==> config.mk <==
export PLATFORM = sky130hd
export DESIGN_NAME = gpr_file_2r1w
export DESIGN_NICKNAME = d
export VERILOG_FILES = /design/src/rtl/gpr_file_2r1w.sv
export SDC_FILE = /design/constraint.sdc
export NUM_CORES = 1
export LEC_CHECK = 0
export BUFFER_PORTS_ARGS = -buffer_cell sky130_fd_sc_hd__buf_2
export CAP_MARGIN = 5
export CELL_PAD_IN_SITES_DETAIL_PLACEMENT = 0
export CELL_PAD_IN_SITES_GLOBAL_PLACEMENT = 2
export CORE_UTILIZATION = 31
export CTS_BUF_LIST = sky130_fd_sc_hd__clkbuf_8
export DETAILED_ROUTE_END_ITERATION = 8
export GPL_ROUTABILITY_DRIVEN = 0
export PLACE_DENSITY = 0.61
export SLEW_MARGIN = 20
export SYNTH_ARGS = -nofsm -noshare
export SYNTH_HDL_FRONTEND = slang
export SYNTH_SLANG_ARGS = --single-unit
==> constraint.sdc <==
create_clock -name Clock -period 7.2 [get_ports Clock]
set_input_delay 1.8 -clock Clock [delete_from_list [all_inputs] [get_ports Clock]]
set_output_delay 1.8 -clock Clock [all_outputs]
set_load 0.005 [all_outputs]
==> src/rtl/gpr_file_2r1w.sv <==
// Two-read, one-write general-purpose register file with a base-address R0 rule
// and an on-demand sweep that reloads every register with its preset value.
module gpr_file_2r1w #(
    parameter int DATA_W   = 32,
    parameter int NUM_REGS = 16,
    parameter int ADDR_W   = 4,
    parameter int INIT_IDX = 2,
    parameter int INIT_VAL = 1,
    parameter bit BYPASS   = 1'b1
) (
    input  logic              Clock,
    input  logic              Clear,
    input  logic [ADDR_W-1:0] RA_Sel,
    input  logic [ADDR_W-1:0] RB_Sel,
    input  logic              BA_A,
    input  logic              BA_B,
    output logic [DATA_W-1:0] RA_Data,
    output logic [DATA_W-1:0] RB_Data,
    input  logic              W_En,
    input  logic [ADDR_W-1:0] W_Sel,
    input  logic [DATA_W-1:0] W_Data,
    input  logic              Init_Start,
    output logic              Busy,
    output logic              Init_Done
);

    typedef enum logic [1:0] {
        IDLE  = 2'd0,
        SWEEP = 2'd1,
        DONE  = 2'd2
    } state_t;

    state_t              state, state_next;
    logic [ADDR_W-1:0]   cnt, cnt_next;
    logic [DATA_W-1:0]   regs [NUM_REGS];
    logic                wr_ok;

    function automatic logic [DATA_W-1:0] preset(input logic [ADDR_W-1:0] idx);
        return (idx == ADDR_W'(INIT_IDX)) ? DATA_W'(INIT_VAL) : '0;
    endfunction

    // NOTE: sequential state uses non-blocking assignments so every flop samples
    // pre-edge values regardless of process ordering in simulation.
    always_ff @(posedge Clock or negedge Clear) begin
        if (!Clear) begin
            state <= IDLE;
            cnt   <= '0;
        end else begin
            state <= state_next;
            cnt   <= cnt_next;
        end
    end

    // NOTE: every output of an always_comb block gets a default first so no path
    // leaves a signal unassigned and infers a latch.
    always_comb begin
        state_next = state;
        cnt_next   = cnt;
        Busy       = 1'b0;
        Init_Done  = 1'b0;
        unique case (state)
            IDLE: begin
                if (Init_Start) begin
                    state_next = SWEEP;
                    cnt_next   = '0;
                end
            end
            SWEEP: begin
                Busy = 1'b1;
                if (cnt == ADDR_W'(NUM_REGS - 1)) begin
                    state_next = DONE;
                    cnt_next   = '0;
                end else begin
                    cnt_next = cnt + 1'b1;
                end
            end
            DONE: begin
                Init_Done  = 1'b1;
                state_next = IDLE;
            end
            default: state_next = IDLE;
        endcase
    end

    // External writes are accepted in IDLE and DONE, dropped during the sweep.
    assign wr_ok = W_En && (state != SWEEP);

    // NOTE: the storage array is reset because the presets must be visible
    // immediately after Clear, so it is built from resettable flops, not a RAM macro.
    always_ff @(posedge Clock or negedge Clear) begin
        if (!Clear) begin
            for (int i = 0; i < NUM_REGS; i++) begin
                regs[i] <= preset(ADDR_W'(i));
            end
        end else if (state == SWEEP) begin
            regs[cnt] <= preset(cnt);
        end else if (wr_ok) begin
            regs[W_Sel] <= W_Data;
        end
    end

    function automatic logic [DATA_W-1:0] read_port(input logic [ADDR_W-1:0] sel,
                                                    input logic              ba);
        // Base-address masking wins over forwarding.
        if (ba && sel == '0) begin
            return '0;
        end else if (BYPASS && wr_ok && W_Sel == sel) begin
            return W_Data;
        end else begin
            return regs[sel];
        end
    endfunction

    always_comb begin
        RA_Data = read_port(RA_Sel, BA_A);
        RB_Data = read_port(RB_Sel, BA_B);
    end

endmodule

# Yosys cells after proc, flatten, opt, wreduce, memory -nomap -nowiden
# Index checks and enable logic that the tools add are counted.
# word_totals
elab_cells	79
in_bits	50
out_inout_bits	66
reg_bits	518
# classes
n_reduce_logical	14
bitwise	4
mux	27
n_lt_le_gt_ge	6
eq_ne	9
addsub	1
# op_table
cell	count
512-bit bitwise mux	2
512-bit 2-to-1 mux	2
32-bit 2-to-1 mux	10
32-bit binary-select mux with 4-bit select	2
32-bit demux with 4-bit select	2
5-bit greater-or-equal comparator, second input constant	4
4-bit inverter with 5-bit output	4
5-bit by 1-bit less-than comparator with 1-bit output, second input constant	2
4-bit == test	2
4-bit logical NOT	2
4-bit 2-to-1 mux	2
4-bit one-hot mux with 2 select lines	1
1-bit logical AND	7
4-bit by 1-bit adder with 4-bit output, second input constant	1
4-bit by 2-bit == test with 1-bit output, second input constant	1
4-bit == test, second input constant	1
2-bit 2-to-1 mux	2
2-bit inequality test, second input constant	2
2-bit one-hot mux with 2 select lines	1
2-bit AND reduction	2
2-bit nonzero test	2
1-bit 2-to-1 mux	3
2-bit by 1-bit == test with 1-bit output, second input constant	1
2-bit == test, second input constant	1
2 further kinds	2

# Logic depth before layout (Yosys ltp)
# logic_depth
ltp_word	8
ltp_mapped	7
ltp_nobuf	5

# Worst setup path before layout
# No wires, ideal clock.
# synth_path
path_kind	input to output
from	input RA_Sel[0]
to	output RA_Data[10]
required_ns	5.400
t_arrival_ns	3.113
path_slack_ns	2.287
cell_stages	5
path_cell_list	buf_4 buf_2 mux4_2 a211oi_1 a31oi_1
# synth_between
elab_chain_len	6
elab_cells_between_ends	10
# synth_rtl
element	line_no	text
start: declaration	13	input logic [ADDR_W-1:0] RA_Sel,
4-bit inverter with 5-bit output (implied by the code)	110	return regs[sel];
32-bit binary-select mux with 4-bit select	110	
32-bit 2-to-1 mux (implied by the code) (2 in series)	110	
32-bit 2-to-1 mux	107	end else if (BYPASS && wr_ok && W_Sel == sel) begin
32-bit 2-to-1 mux (*)	105	if (ba && sel == '0) begin
end: declaration	17	output logic [DATA_W-1:0] RA_Data,
# Mark *: on every way between the ends. The rest lies on a longest branch, timed or not. The select of a mux whose other input is x is not followed.

# Worst setup path after layout
# layout_path
from	input RA_Sel[0]
to	output RA_Data[9]
# The elaborated chain is that of the path after synthesis.

==> reports/summary.log <==
qor: outcome.run_status completed
qor: clocking.clock_buffers_created_by_tritoncts 100
qor: yosys.synth_seq_area_share 0.435
qor: layout.nets 2856
qor: die.rows 113
qor: sta.setup_viol_count_final 0
qor: global_route.via_count_of_the_first_global_routing_pass 25550
qor: yosys.synth_cell_type_count 54
qor: drt.via_per_inst 6.14
qor: yosys.synth_async_sr_flop_share 1.00
qor: clocking.cts_tree built
qor: global_route.grt_pass1_wl 188 mm
qor: clocking.clock_tree.htree_level_count 3
qor: hold_path.timing.hold.worst.class reg2reg
qor: worst_setup_path.cp_launch_type input pin
qor: yosys.yosys.area.top_type dfrtp_1
qor: drt.initialDrtViolationCount 2395
qor: sta.fmax 159 MHz
qor: die.core_area 95200 um^2
qor: sta.clock-skew-final 45.4 ps
qor: clocking.cts.path.max_buffers 3
qor: clocking.cts_hold_repair.buffers 0
qor: drt.detailedRoute.firstPassIterationCount 5
qor: yosys.syn-num-nets 2883
qor: worst_setup_path.critical_path_class in2out
qor: power_and_ir_drop.design_power_total 8.75 mW
qor: global_route.antenna_violations_before_repair 1
qor: sta.min_period 6300 ps
qor: yosys.most_common_cell_in_the_synthesized_netlist dfrtp_1
qor: worst_setup_path.critical_path.max_fanout 40
qor: sta.max_slew.worst_pin.slew 1130 ps
qor: yosys.ys_seq_elements 518
qor: yosys.syn_area_per_cell 10.5 um^2
qor: global_route.globalRouteOverflowTotal 0
qor: worst_setup_path.rr_worst_depth 6
qor: yosys.synth_top_cell_area_share 0.434
qor: sta.worst_hold_slack 492 ps
qor: place.place.detailed.hpwl 74.7 mm
qor: sta.grt_setup_unrepaired false
qor: sta.finalMaxSlewViolations 0
qor: global_route.pin_count_of_the_biggest_net_entering_global_routing 141
qor: worst_setup_path.endpoint_kind output port
qor: power_and_ir_drop.power.leakage 13.8 nW
qor: clocking.post_cts_resized 0
qor: clocking.cts_root_buffer clkbuf_8
qor: die.dieHeight 312 um
qor: global_route.gr-usage-all-layers 0.264
qor: drt.vias 25477
qor: yosys.synth_warnings 0
qor: sta.tns 0 ps
qor: clocking.clock_sinks 518
qor: sta.timing.final.crit_share 0.874
qor: clocking.postCtsSetupBuffers 0
qor: place.port_buffers 115
qor: die.initial_core_util 0.313
qor: hold_path.worst_hold_depth 2
qor: die.design.die.area 97400 um^2
qor: drt.finalWirelength 129 mm
qor: layout.area.growth.synth_to_final 12.8%
qor: yosys.synth.cells.most_frequent dfrtp_1 (517), o31ai_1 (513), nand2_1 (510)
qor: power_and_ir_drop.cellPowerDensity 260 nW/um^2
qor: yosys.synth_enable_flop_cells 0
qor: layout.fillers 9594
qor: drt.dr_drc_count 0
qor: clocking.insertion_delay 760 ps
qor: yosys.leading_post_synthesis_cells_by_cell_area dfrtp_1 (43%), o31ai_1 (13%), mux4_2 (9.7%), mux2i_1 (8.6%), nand2_1 (6.4%)
qor: layout.final-seq-area 13000 um^2
qor: power_and_ir_drop.vdd_ir_drop_max 312 uV
qor: layout.drive_above_1_share 0.205
qor: yosys.ys.flop_type dfrtp_1
qor: die.die_width 312 um
qor: clocking.path_clk_slew 50 ps
qor: sta.slew_headroom 0.246
qor: sta.final-hold-violation-count 0
qor: yosys.mappedNetlistArea 29800 um^2
qor: worst_setup_path.cp_data_required_time 5400 ps
qor: flow_run.drv.max_cap_violation_count 0
qor: worst_setup_path.critical_path_arrival 4500 ps
qor: drt.final_antenna_net_count 0
qor: yosys.syn-instance-count 2829
qor: die.top_level_ports 116
qor: layout.multi_input_area 15300 um^2
qor: drt.routed_wire_length_per_instance 31.2 um
## routing by layer
layer	track usage	vias up	share of wire
li1	-	10809	-
met1	0.380	13237	0.45
met2	0.400	1186	0.44
met3	0.0482	245	0.072
met4	0.0812	0	0.031
met5	0	-	0
## worst max-delay path: stages
cell	delay, ps
buf_8	350
buf_4	650
xnor2_1	190
nand4_1	120
or2_2	680
a31oi_1	460
buf_2	190
## metrics by stage
step | worst slack [ps] | instance area [um^2] | std cells | util
after floorplan | 2290 | 29800 | 2829 | -
after global placement | 894 | 31500 | 3965 | 0.331
after detailed placement | 940 | 31500 | 3965 | 0.331
after CTS | 934 | 33600 | 4145 | 0.353
after global routing | 784 | 33600 | 4146 | 0.353
final | 904 | 33600 | 4146 | 0.353
## path summary, 6_finish.rpt
check / from / to / slack, ps
setup / recovery: RA_Sel[0] / RA_Data[9] / 900
hold / removal: regs[94] / regs[94] / 490
setup reg to reg: state[1] / regs[16] / 3360
hold reg to reg: regs[94] / regs[94] / 490
max in group asynchronous: Clear / regs[421] / 4620
min in group asynchronous: Clear / regs[90] / 1140
## where the power goes
group / internal [mW] / total (mW) / switching (mW)
Combinational: 0.511 / 2.32 / 1.81
Sequential: 3.12 / 3.30 / 0.182
Clock: 1.71 / 3.13 / 1.41
Total: 5.34 / 8.75 / 3.40
## registers in the layout (all words and copies together) (netlist names)
register,cells
regs,512
cnt,4
state,2
## cell families after synthesis
group	synth area share
multiplexers	0.184
XOR/XNOR	0.00235
AND/OR/NAND/NOR	0.102
AO/OA/AOI/OAI	0.215
adder cells (fa/ha/maj)	0.00168
flip-flops	0.435
buffers and inverters	0.0607
## layout make-up
type	instances	share of cell area
multi-input combinational	1931	0.455
sequential	518	0.386
clock buffer	133	0.0545
tap	1265	0.0471
timing repair buffer	216	0.0459
clock inverter	47	0.00789
inverter	35	0.00391
antenna	1	0.0000744
## cell usage in the layout, fill, tap and decap left out, types with 34 or more instances in the layout
cell,n
nand2_1,501
buf_2,108
mux2i_1,257
a31oi_1,62
o22ai_1,128
buf_4,90
o31ai_1,513
inv_1,64
clkbuf_8,133
a211oi_1,64
o21ai_0,35
nand4_1,34
nand3_1,64
dfrtp_1,517
mux4_2,128
Power figures use the tool's default switching activity.
